--- config.mk ---
export PLATFORM = sky130hd
export DESIGN_NAME = bcd2bin_seq_flat
export DESIGN_NICKNAME = d
export VERILOG_FILES = /design/src/rtl/bcd2bin_if.sv /design/src/rtl/bcd2bin_seq.sv /design/src/flat_wrapper.sv
export SDC_FILE = /design/constraint.sdc
export NUM_CORES = 1
export LEC_CHECK = 0
export CAP_MARGIN = 10
export CELL_PAD_IN_SITES_DETAIL_PLACEMENT = 1
export CELL_PAD_IN_SITES_GLOBAL_PLACEMENT = 1
export CORE_MARGIN = 5
export CORE_UTILIZATION = 43
export CTS_CLUSTER_DIAMETER = 200
export DETAILED_ROUTE_END_ITERATION = 6
export PLACE_DENSITY_LB_ADDON = 0.08
export SKIP_LAST_GASP = 1
export SYNTH_ARGS = -nofsm -noshare
export SYNTH_HDL_FRONTEND = slang
export SYNTH_SLANG_ARGS = --single-unit
--- constraint.sdc ---
create_clock -name clk -period 2.3 [get_ports clk]
set_input_delay 0.46 -clock clk [delete_from_list [all_inputs] [get_ports clk]]
set_output_delay 0.46 -clock clk [all_outputs]
set_load 0.02 [all_outputs]
--- src/rtl/bcd2bin_if.sv ---
// ---------------------------------------------------------------------------
// bcd2bin_if
// Handshake/data bundle for the packed-BCD to binary converter.
//
// Signals:
//   start    requester -> converter  request a conversion (sampled when idle)
//   bcd_in   requester -> converter  packed BCD operand, MS digit in high nibble
//   busy     converter -> requester  conversion in progress
//   done     converter -> requester  one-cycle pulse, bin_out/err valid
//   bin_out  converter -> requester  binary result, held until next done
//   err      converter -> requester  invalid-digit flag, held until next done
//
// Modports:
//   master  the requester side (drives start/bcd_in)
//   slave   the converter side (drives busy/done/bin_out/err)
// ---------------------------------------------------------------------------
interface bcd2bin_if #(
  parameter int DIGITS = 2,
  parameter int BIN_W  = 7
);

  logic                  start;
  logic [4*DIGITS-1:0]   bcd_in;
  logic                  busy;
  logic                  done;
  logic [BIN_W-1:0]      bin_out;
  logic                  err;

  modport master (
    output start,
    output bcd_in,
    input  busy,
    input  done,
    input  bin_out,
    input  err
  );

  modport slave (
    input  start,
    input  bcd_in,
    output busy,
    output done,
    output bin_out,
    output err
  );

endinterface

--- src/rtl/bcd2bin_seq.sv ---
// ---------------------------------------------------------------------------
// bcd2bin_seq
// Sequential packed-BCD to binary converter (reverse double-dabble).
// Each RUN cycle shifts {bcd_reg, bin_acc} right by one bit and then
// subtracts 3 from every BCD digit that ended up >= 8. After BIN_W steps the
// accumulator holds the binary value. One conversion in flight at a time.
//
// Ports:
//   clk    system clock, rising edge
//   rst_n  asynchronous active-low reset
//   bus    bcd2bin_if.slave: start, bcd_in in; busy, done, bin_out, err out
//
// Parameters:
//   DIGITS  number of packed BCD digits on bcd_in
//   BIN_W   result width and iteration count; needs 2^BIN_W > 10^DIGITS - 1
//
// Optional build macro:
//   BCD2BIN_ERR_CHECK_EN  when defined, nibbles > 9 are rejected at start:
//                         done pulses the next cycle with err=1, bin_out=0.
//                         When undefined, err is tied 0 and every operand is
//                         run through the algorithm.
// ---------------------------------------------------------------------------
module bcd2bin_seq #(
  parameter int DIGITS = 2,
  parameter int BIN_W  = 7
) (
  input  logic      clk,
  input  logic      rst_n,
  bcd2bin_if.slave  bus
);

  localparam int BCD_W = 4 * DIGITS;
  localparam int CNT_W = $clog2(BIN_W + 1);
  localparam logic [CNT_W-1:0] LAST_CNT = CNT_W'(BIN_W - 1);

  typedef enum logic [1:0] {
    ST_IDLE = 2'd0,
    ST_RUN  = 2'd1,
    ST_DONE = 2'd2
  } state_t;

  state_t             state_q,   state_d;
  logic [CNT_W-1:0]   cnt_q,     cnt_d;
  logic [BCD_W-1:0]   bcd_reg_q, bcd_reg_d;
  logic [BIN_W-1:0]   bin_acc_q, bin_acc_d;
  logic               busy_q,    busy_d;
  logic               done_q,    done_d;
  logic [BIN_W-1:0]   bin_out_q, bin_out_d;
`ifdef BCD2BIN_ERR_CHECK_EN
  logic               err_q,     err_d;
`endif

  // -------------------------------------------------------------------------
  // One reverse double-dabble step, computed combinationally from the current
  // shift register: shift right by one, then correct each digit in parallel.
  // -------------------------------------------------------------------------
  logic [BCD_W+BIN_W-1:0] shifted;
  logic [BCD_W-1:0]       shift_bcd;
  logic [BIN_W-1:0]       shift_acc;
  logic [BCD_W-1:0]       corr_bcd;

  assign shifted   = {bcd_reg_q, bin_acc_q} >> 1;
  assign shift_bcd = shifted[BIN_W +: BCD_W];
  assign shift_acc = shifted[BIN_W-1:0];

  generate
    for (genvar gi = 0; gi < DIGITS; gi++) begin : g_digit_corr
      logic [3:0] dig;
      assign dig = shift_bcd[gi*4 +: 4];
      // A digit >= 8 after the shift means a tens-carry of 10 was halved into
      // 5 plus whatever was there; undoing the +3 bias of double-dabble.
      assign corr_bcd[gi*4 +: 4] = (dig >= 4'd8) ? (dig - 4'd3) : dig;
    end
  endgenerate

  // -------------------------------------------------------------------------
  // Invalid-digit detection on the operand presented with start.
  // -------------------------------------------------------------------------
  logic start_reject;

`ifdef BCD2BIN_ERR_CHECK_EN
  logic [DIGITS-1:0] nib_bad;

  generate
    for (genvar gi = 0; gi < DIGITS; gi++) begin : g_digit_chk
      assign nib_bad[gi] = (bus.bcd_in[gi*4 +: 4] > 4'd9);
    end
  endgenerate

  assign start_reject = |nib_bad;
`else
  assign start_reject = 1'b0;
`endif

  // -------------------------------------------------------------------------
  // Next-state logic
  // -------------------------------------------------------------------------
  always_comb begin
    state_d   = state_q;
    cnt_d     = cnt_q;
    bcd_reg_d = bcd_reg_q;
    bin_acc_d = bin_acc_q;
    busy_d    = busy_q;
    done_d    = 1'b0;
    bin_out_d = bin_out_q;
`ifdef BCD2BIN_ERR_CHECK_EN
    err_d     = err_q;
`endif

    case (state_q)
      ST_IDLE, ST_DONE: begin
        // DONE is a single-cycle state; a start here is accepted as a
        // back-to-back request exactly as from IDLE.
        state_d = ST_IDLE;
        busy_d  = 1'b0;
        if (bus.start) begin
          if (start_reject) begin
            state_d   = ST_DONE;
            done_d    = 1'b1;
            bin_out_d = '0;
`ifdef BCD2BIN_ERR_CHECK_EN
            err_d     = 1'b1;
`endif
          end else begin
            state_d   = ST_RUN;
            bcd_reg_d = bus.bcd_in;
            bin_acc_d = '0;
            cnt_d     = '0;
            busy_d    = 1'b1;
          end
        end
      end

      ST_RUN: begin
        // start is ignored here: no queuing, no restart.
        bcd_reg_d = corr_bcd;
        bin_acc_d = shift_acc;
        cnt_d     = cnt_q + 1'b1;
        if (cnt_q == LAST_CNT) begin
          state_d   = ST_DONE;
          bin_out_d = shift_acc;
          done_d    = 1'b1;
          busy_d    = 1'b0;
`ifdef BCD2BIN_ERR_CHECK_EN
          err_d     = 1'b0;
`endif
        end
      end

      default: begin
        state_d = ST_IDLE;
        busy_d  = 1'b0;
      end
    endcase
  end

  // -------------------------------------------------------------------------
  // State registers
  // -------------------------------------------------------------------------
  always_ff @(posedge clk or negedge rst_n) begin
    if (!rst_n) begin
      state_q   <= ST_IDLE;
      cnt_q     <= '0;
      bcd_reg_q <= '0;
      bin_acc_q <= '0;
      busy_q    <= 1'b0;
      done_q    <= 1'b0;
      bin_out_q <= '0;
`ifdef BCD2BIN_ERR_CHECK_EN
      err_q     <= 1'b0;
`endif
    end else begin
      state_q   <= state_d;
      cnt_q     <= cnt_d;
      bcd_reg_q <= bcd_reg_d;
      bin_acc_q <= bin_acc_d;
      busy_q    <= busy_d;
      done_q    <= done_d;
      bin_out_q <= bin_out_d;
`ifdef BCD2BIN_ERR_CHECK_EN
      err_q     <= err_d;
`endif
    end
  end

  // -------------------------------------------------------------------------
  // Outputs (all registered)
  // -------------------------------------------------------------------------
  assign bus.busy    = busy_q;
  assign bus.done    = done_q;
  assign bus.bin_out = bin_out_q;
`ifdef BCD2BIN_ERR_CHECK_EN
  assign bus.err     = err_q;
`else
  assign bus.err     = 1'b0;
`endif

endmodule

--- src/flat_wrapper.sv ---
// flat-port wrapper written by rule: the top's interface ports become plain ports
module bcd2bin_seq_flat 
#(
  parameter int DIGITS = 2,
  parameter int BIN_W  = 7
)
  (clk, rst_n, bus_start, bus_bcd_in, bus_busy, bus_done, bus_bin_out, bus_err);
  bcd2bin_if #(.DIGITS(DIGITS), .BIN_W(BIN_W)) bus_i ();
  input  logic clk;
  input  logic rst_n;
  input wire logic [$bits(bus_i.start)-1:0] bus_start;
  input wire logic [$bits(bus_i.bcd_in)-1:0] bus_bcd_in;
  output wire logic [$bits(bus_i.busy)-1:0] bus_busy;
  output wire logic [$bits(bus_i.done)-1:0] bus_done;
  output wire logic [$bits(bus_i.bin_out)-1:0] bus_bin_out;
  output wire logic [$bits(bus_i.err)-1:0] bus_err;
  assign bus_i.start = bus_start;
  assign bus_i.bcd_in = bus_bcd_in;
  assign bus_busy = bus_i.busy;
  assign bus_done = bus_i.done;
  assign bus_bin_out = bus_i.bin_out;
  assign bus_err = bus_i.err;
  bcd2bin_seq #(.DIGITS(DIGITS), .BIN_W(BIN_W)) u_core (.clk(clk), .rst_n(rst_n), .bus(bus_i));
endmodule
# Word-level counts from Yosys, hierarchy flattened
# Index checks and enable logic that the tools add are counted.
[op_classes]
n_addsub = 3
order_cmp = 2
n_eq_ne = 5
muxes = 16
n_reduce_logical = 5
[ops]
columns = ["operator", "count"]
rows = [
  ["8-bit case mux with 2 select lines", 1],
  ["7-bit case mux with 2 select lines", 1],
  ["4-bit 2-to-1 mux", 2],
  ["8-bit 2-to-1 mux", 1],
  ["7-bit 2-to-1 mux", 1],
  ["3-bit case mux with 2 select lines", 1],
  ["1-bit 2-to-1 mux", 5],
  ["3-bit by 4-bit greater-or-equal comparator with 1-bit output, second input constant", 1],
  ["4-bit greater-or-equal comparator, second input constant", 1],
  ["2-bit case mux with 2 select lines", 1],
  ["2-bit AND reduction", 2],
  ["3-bit by 2-bit subtractor with 4-bit output, second input constant", 1],
  ["4-bit by 2-bit subtractor with 4-bit output, second input constant", 1],
  ["3-bit by 1-bit adder with 3-bit output, second input constant", 1],
  ["3-bit equality test, second input constant", 1],
  ["3-bit 2-to-1 mux", 1],
  ["2-bit by 1-bit equality test with 1-bit output, second input constant", 1],
  ["2-bit equality test, second input constant", 1],
  ["2-bit zero test", 1],
  ["2-bit 2-to-1 mux", 1],
  ["2-bit by 1-bit inequality test with 1-bit output, second input constant", 1],
  ["2-bit inequality test, second input constant", 1],
  ["1-bit case mux with 2 select lines", 1],
  ["2-bit nonzero test", 1],
  ["2-bit OR reduction", 1],
]
[word_totals]
input_bits = 11
ff_bits = 29
elab_cells = 38

# Longest topological paths before layout
# Gate-level depths: netlist of the first run.
[depth]
depth_word = 4
depth_mapped = 5
ltp_nobuf = 5

# Worst setup path before layout of the first run
# OpenSTA, ideal clock, no wires.
[synth_path]
kind = "flip-flop to flip-flop"
from = "register u_core.state_q[0]"
to = "register u_core.bin_out_q[0] (netlist: u_core.bus.bin_out[0])"
arrival_ns = 1.218
setup_slack_ns = 0.955
setup_time_ns = 0.127
stages_incl_launch_ff = 5
period_less_slack_ns = 1.345
n_path_buf = 0
cell_sequence = "dfrtp_1 > nor2b_4 > nand3_4 > inv_1 > mux2_1"
[synth_between]
elab_chain_cells = 2
[synth_lines]
columns = ["item", "line", "source"]
rows = [
  ["from (decl)", "bcd2bin_seq.sv:42", "state_t state_q, state_d;"],
  ["from (signal assigned)", "bcd2bin_seq.sv:173", "state_q <= state_d;"],
  ["2-bit by 1-bit equality test with 1-bit output", "bcd2bin_seq.sv:110", "case (state_q)"],
  ["2-bit AND reduction (no source line)", "--", ""],
  ["to (signal assigned)", "bcd2bin_seq.sv:179", "bin_out_q <= bin_out_d;"],
  ["to (decl)", "bcd2bin_seq.sv:48", "logic [BIN_W-1:0] bin_out_q, bin_out_d;"],
]
# No other way between the ends.
# A chain may end at the register's enable or synchronous reset.

==> impl_metrics.yaml, run 1 <==
sta:
  worst_slack_ns: 0.4421
  period_needed_ns: 1.858
  tightestPinTransition_ns: 0.5039
  setup_viol: 0
  max_freq_mhz: 538.3
  fin_worst_skew_ns: 0.01015
  finalHoldViolCount: 0
  rsz0062_at_grt: "false"
  slew_viol_final: 0
  min_period_over_period_pct: 80.78
  slew_headroom_pct: 66.41
  tns_ns: 0
synthesis:
  yosysMostFrequentCell: "dfrtp_1"
  yosys_warnings: 0
  yosys-top-cells-count: "dfrtp_1 (27), nand2_1 (14), a22o_1 (7), mux2_2 (6), nor2_1 (6)"
  synth-adder-area-share_pct: 4.206
  yosysTopAreaCell: "dfrtp_1"
  synthArstFlopShare_pct: 100.0
  ys_seq_elements: 27
  synthFlopType: "dfrtp_1"
  synthCells: 100
  syn_area_um2: 1190
  avgSynthCellArea_um2: 11.90
  syn-num-nets: 115
  yosys-top-cells-area: "dfrtp_1 (57%), mux2_2 (5.7%), a22o_1 (5.2%)"
  yosysSeqAreaShare_pct: 56.78
  synth_top_family_by_area: "simple AND/OR/NAND/NOR gates"
  synth-compound-area-share_pct: 11.04
  synth_edf_count: 0
  synth_top_area_share_pct: 56.78
  synth.distinct_cells: 27
  synth_mux_area_share_pct: 8.307
  synth_xor_xnor_area_share_pct: 2.208
  synth-simple-area-share_pct: 13.04
layout:
  drive_above_1_share_pct: 12.50
  nets: 136
  area_delta_synth_final_pct: 20.51
  ff_latch_area_um2: 675.6
  fin_util_pct: 52.91
  multi_input_area_um2: 465.4
  fill_cells: 294
  antenna_cells: 0
critical_path:
  critPathBufInv: 1
  cp.required_ns: 1.84
  r2r-start: "u_core.state_q[0]"
  crit_path_end_kind: "output port"
  crit_slowest_cell: "clkdlybuf4s50_1"
  path_max_fanout: 6
  startpoint_type: "flop"
  reg2reg_to: "u_core.bus.bin_out[0]"
  rr_worst_depth: 4
  reg2reg_slack_ns: 0.74
  path_cells: "clkdlybuf4s50_1"
  crit_family: "buffers and inverters"
  cp_data_arrival_time_ns: 1.40
  path_class: "reg2out"
  slowest_delay_ns: 0.63
routing:
  via_count: 800
  dr.pass1.iters: 3
  ant_nets: 0
  routedWlPerCell_um: 15.39
  drt_iter0_drc: 27
  wirelength_um: 2324
  drc: 0
  via_per_inst: 5.298
pwr:
  peakVddDrop_v: 0.0007059
  p_leak_nw: 0.6761
  power_density_nw_per_um2: 1340
  totalPowerFinal_mw: 1.922
global_route:
  grt_overflow_total: 0
  grt_pass1_vias: 870
  antenna_found_initial: 0
  grt_usage_pct: 13.16
  grt_pass1_wl_um: 4209
  grt_max_degree: 28
cts:
  cts-hold-fix-buffers: 0
  cts_resized: 0
  htreeDepth: 1
  clock_latency_ns: 0.33
  cts_buffers: 3
  cts_root_buf: "clkbuf_4"
  clkTransAtPathRegs_ns: 0.15
  cts_setup_buffers: 0
  cts.path.max_buffers: 2
  cts_num_sinks: 27
  cts_tree: "done"
floorplanning:
  die_area_um2: 3919
  coreArea_um2: 2710
  initial_core_util_pct: 43.91
  pin_count: 21
  die_w_um: 62.61
  row_count: 19
  die_y_um: 62.61
run_status:
  status: "completed"
placement:
  post-place-ws_ns: 0.6189
  dpl.hpwl_um: 1631
  portBuffers: 19
  gp_congestion: 0.7234
run:
  cap_violations: 0
min_path:
  hold_class: "in2async"
## routing by layer
metal  GRT usage (%)  wire length, µm
met1           17.49             1048
met2           21.11             1175
met3           3.237               87
met4           3.979               13
met5               0                0
## layout by cell type (no fill, tap or decap)
cell type / Yosys / layout
mux2_2: 6 / 6
o21ai_0: 1 / 1
a311oi_1: 1 / 1
buf_4: 2 / 2
nand2b_1: 2 / 2
o2bb2ai_1: 1 / 1
nor2_4: 1 / 1
nand3_1: 1 / 1
clkbuf_4: 0 / 3
nand3_4: 1 / 1
dfrtp_1: 27 / 27
xor2_1: 2 / 2
xnor2_1: 1 / 1
nor2b_4: 1 / 1
o22ai_1: 1 / 1
mux2_1: 1 / 1
nor2b_1: 2 / 2
conb_1: 1 / 1
o211a_1: 1 / 1
nand2_1: 14 / 14
nand3b_1: 1 / 1
inv_1: 5 / 5
ha_1: 4 / 4
mux2i_1: 2 / 2
clkinvlp_4: 0 / 1
nor2_1: 6 / 6
a31oi_1: 5 / 5
a22o_1: 7 / 7
clkdlybuf4s50_1: 0 / 19
## worst max-delay path by stage
stage          depth (start not counted)              start               endpoint
2_1_floorplan                          4  u_core.state_q[0]  u_core.bus.bin_out[0]
3_3_place_gp                           5          bus_start    u_core.bin_acc_q[2]
3_5_place_dp                           5          bus_start    u_core.bin_acc_q[5]
4_1_cts                                1  u_core.state_q[0]               bus_busy
5_1_grt                                1  u_core.state_q[0]               bus_busy
6_report                               1  u_core.state_q[0]               bus_busy
## per-stage QoR
step                instances  area (µm²)  hold WS, ns
CTS                       151        1434       0.4920
global placement          147        1404       0.4710
floorplan                 100        1190       0.1644
finish                    151        1434       0.4885
detailed placement        147        1404       0.4817
global route              151        1434       0.4932
## report_power, final
part,internal (mW),switching [mW]
sequential,0.684,0.172
combinational,0.425,0.432
clock,0.0664,0.142
## flip-flops by register name, summed over array words and instances (netlist names)
register and cells:
u_core.bus.bin_out 7, u_core.state_q 2, u_core.bcd_reg_q 8, u_core.cnt_q 3, u_core.bin_acc_q 6, u_core.bus.done 1
## logic make-up after synthesis
logic type | after synthesis
AO/OA/AOI/OAI | 17
XOR/XNOR | 3
adder cells (fa/ha/maj) | 4
buffers and inverters | 10
flip-flops | 27
multiplexers | 9
other | 1
AND/OR/NAND/NOR | 29
## final cells by class
class                           count  area share [%]
Clock buffer                        3           1.571
Clock inverter                      1          0.5236
Inverter                            5           1.309
Multi-Input combinational cell     63           32.46
Sequential cell                    27           47.12
Tap cell                           31           2.705
Timing Repair Buffer               21           14.31
(Power assumes the default switching activity.)
==> run 2: changes to the inputs <==
- CORE_UTILIZATION: 43 -> 36
- clock period: 2.3 -> 1.65 ns (I/O delays scaled with it)
==> impl_metrics.yaml, run 2 (synthesized netlist as in run 1, its figures left out) <==
routing:
  via_per_inst: 4.800
  routedWlPerCell_um: 14.61
  ant_nets: 0
  drt_iter0_drc: 11
  dr.pass1.iters: 4
  drc: 0
  via_count: 792
  wirelength_um: 2410
pwr:
  peakVddDrop_v: 0.0006332
  power_density_nw_per_um2: 1827
  p_leak_nw: 0.7387
critical_path:
  startpoint_type: "flop"
  path_class: "reg2out"
  critPathBufInv: 1
  path_depth: 1
  crit_slowest_cell: "clkdlybuf4s50_1"
  path_max_fanout: 1
  crit_family: "buffers and inverters"
  slowest_delay_ns: 0.60
  cp_data_arrival_time_ns: 1.26
  crit_path_end_kind: "output port"
  rr_worst_depth: 5
  cp.required_ns: 1.32
  path_cells: "clkdlybuf4s50_1"
sta:
  rsz0062_at_grt: "false"
  period_needed_ns: 1.595
  fin_worst_skew_ns: 0.004127
  slew_headroom_pct: 64.87
  min_period_over_period_pct: 96.66
  max_freq_mhz: 627.0
  tns_ns: 0
  tightestPinTransition_ns: 0.5269
  finalHoldViolCount: 0
  setup_viol: 0
  slew_viol_final: 0
global_route:
  grt_pass1_wl_um: 4057
  grt_usage_pct: 11.88
  grt_pass1_vias: 849
  grt_max_degree: 28
  grt_overflow_total: 0
  antenna_found_initial: 0
cts:
  htreeDepth: 1
  cts_root_buf: "clkbuf_4"
  clock_latency_ns: 0.32
  clkTransAtPathRegs_ns: 0.15
  cts-hold-fix-buffers: 0
  cts_resized: 4
  cts_buffers: 3
  cts_tree: "done"
  cts.path.max_buffers: 2
  cts_setup_buffers: 0
  cts_num_sinks: 27
placement:
  gp_congestion: 0.7799
  dpl.hpwl_um: 1728
  portBuffers: 19
  dp.cells: 161
run:
  cap_violations: 0
floorplanning:
  die_w_um: 67.49
  row_count: 20
  initial_core_util_pct: 38.35
  die_y_um: 67.49
  die_area_um2: 4555
  pin_count: 21
  coreArea_um2: 3103
layout:
  final_cell_mix: "dfrtp_1 (27), nand2_1 (14), clkdlybuf4s50_1 (11)"
  area_delta_synth_final_pct: 22.61
  fill_cells: 364
  antenna_cells: 0
  mostFrequentLayoutCell: "dfrtp_1"
  nets: 137
  top_register: "u_core.bcd_reg_q"
  largest_register_ffs: 8
  fin_cells: 165
  drive_above_1_share_pct: 12.40
min_path:
  hold_class: "in2async"
run_status:
  status: "completed"
## run 2: per-layer routing
| metal | track usage [%] | routed length (µm) | up-vias |
|---|---|---|---|
| li1 | - | - | 378 |
| met1 | 15.08 | 1127 | 399 |
| met2 | 19.93 | 1147 | 13 |
| met3 | 2.662 | 119 | 2 |
| met4 | 3.797 | 14 | 0 |
| met5 | 0 | 0 | - |
## run 2: area by class of cell
cell class              instances  area, µm²  share of cell area (%)
repair buffers                 22      217.7                   14.92
inverters                       5      18.77                   1.286
flip-flops and latches         27      675.6                   46.31
clock buffers                   4      26.28                   1.801
multi-input cells              63      465.4                   31.90
well taps                      44      55.05                   3.774
## run 2: power breakdown
| group | internal (mW) | switching [mW] | total, mW | leakage [nW] |
|---|---|---|---|---|
| clock network | 0.0945 | 0.195 | 0.289 | 0.0150 |
| registers | 0.954 | 0.240 | 1.19 | 0.335 |
| logic | 0.571 | 0.611 | 1.18 | 0.388 |
| total | 1.62 | 1.05 | 2.67 | 0.739 |
## run 2: final timing paths
path	startpoint	to	slack [ns]
max in group asynchronous	rst_n	u_core.bcd_reg_q[6]	1.03
max	u_core.bus.done	bus_done	0.06
max reg2reg	u_core.cnt_q[0]	u_core.bus.bin_out[0]	0.26
min	rst_n	u_core.bus.bin_out[0]	0.36
min reg2reg	u_core.bin_acc_q[1]	u_core.bin_acc_q[1]	0.52
min in group clk	u_core.bin_acc_q[1]	u_core.bin_acc_q[1]	0.52
## run 2: stage by stage
step	hold slack (ns)	power, mW	setup WS (ns)	instance area (µm²)	util (%)
after detailed placement	0.4844	2.447	0.09402	1428	46.01
after global placement	0.4718	2.414	0.1541	1428	46.01
final	0.3634	2.666	0.05513	1459	47.02
after floorplan	0.03441	2.021	0.3050	1190	-
after global routing	0.3883	2.883	0.004950	1459	47.02
after CTS	0.3660	2.718	0.002236	1449	46.69
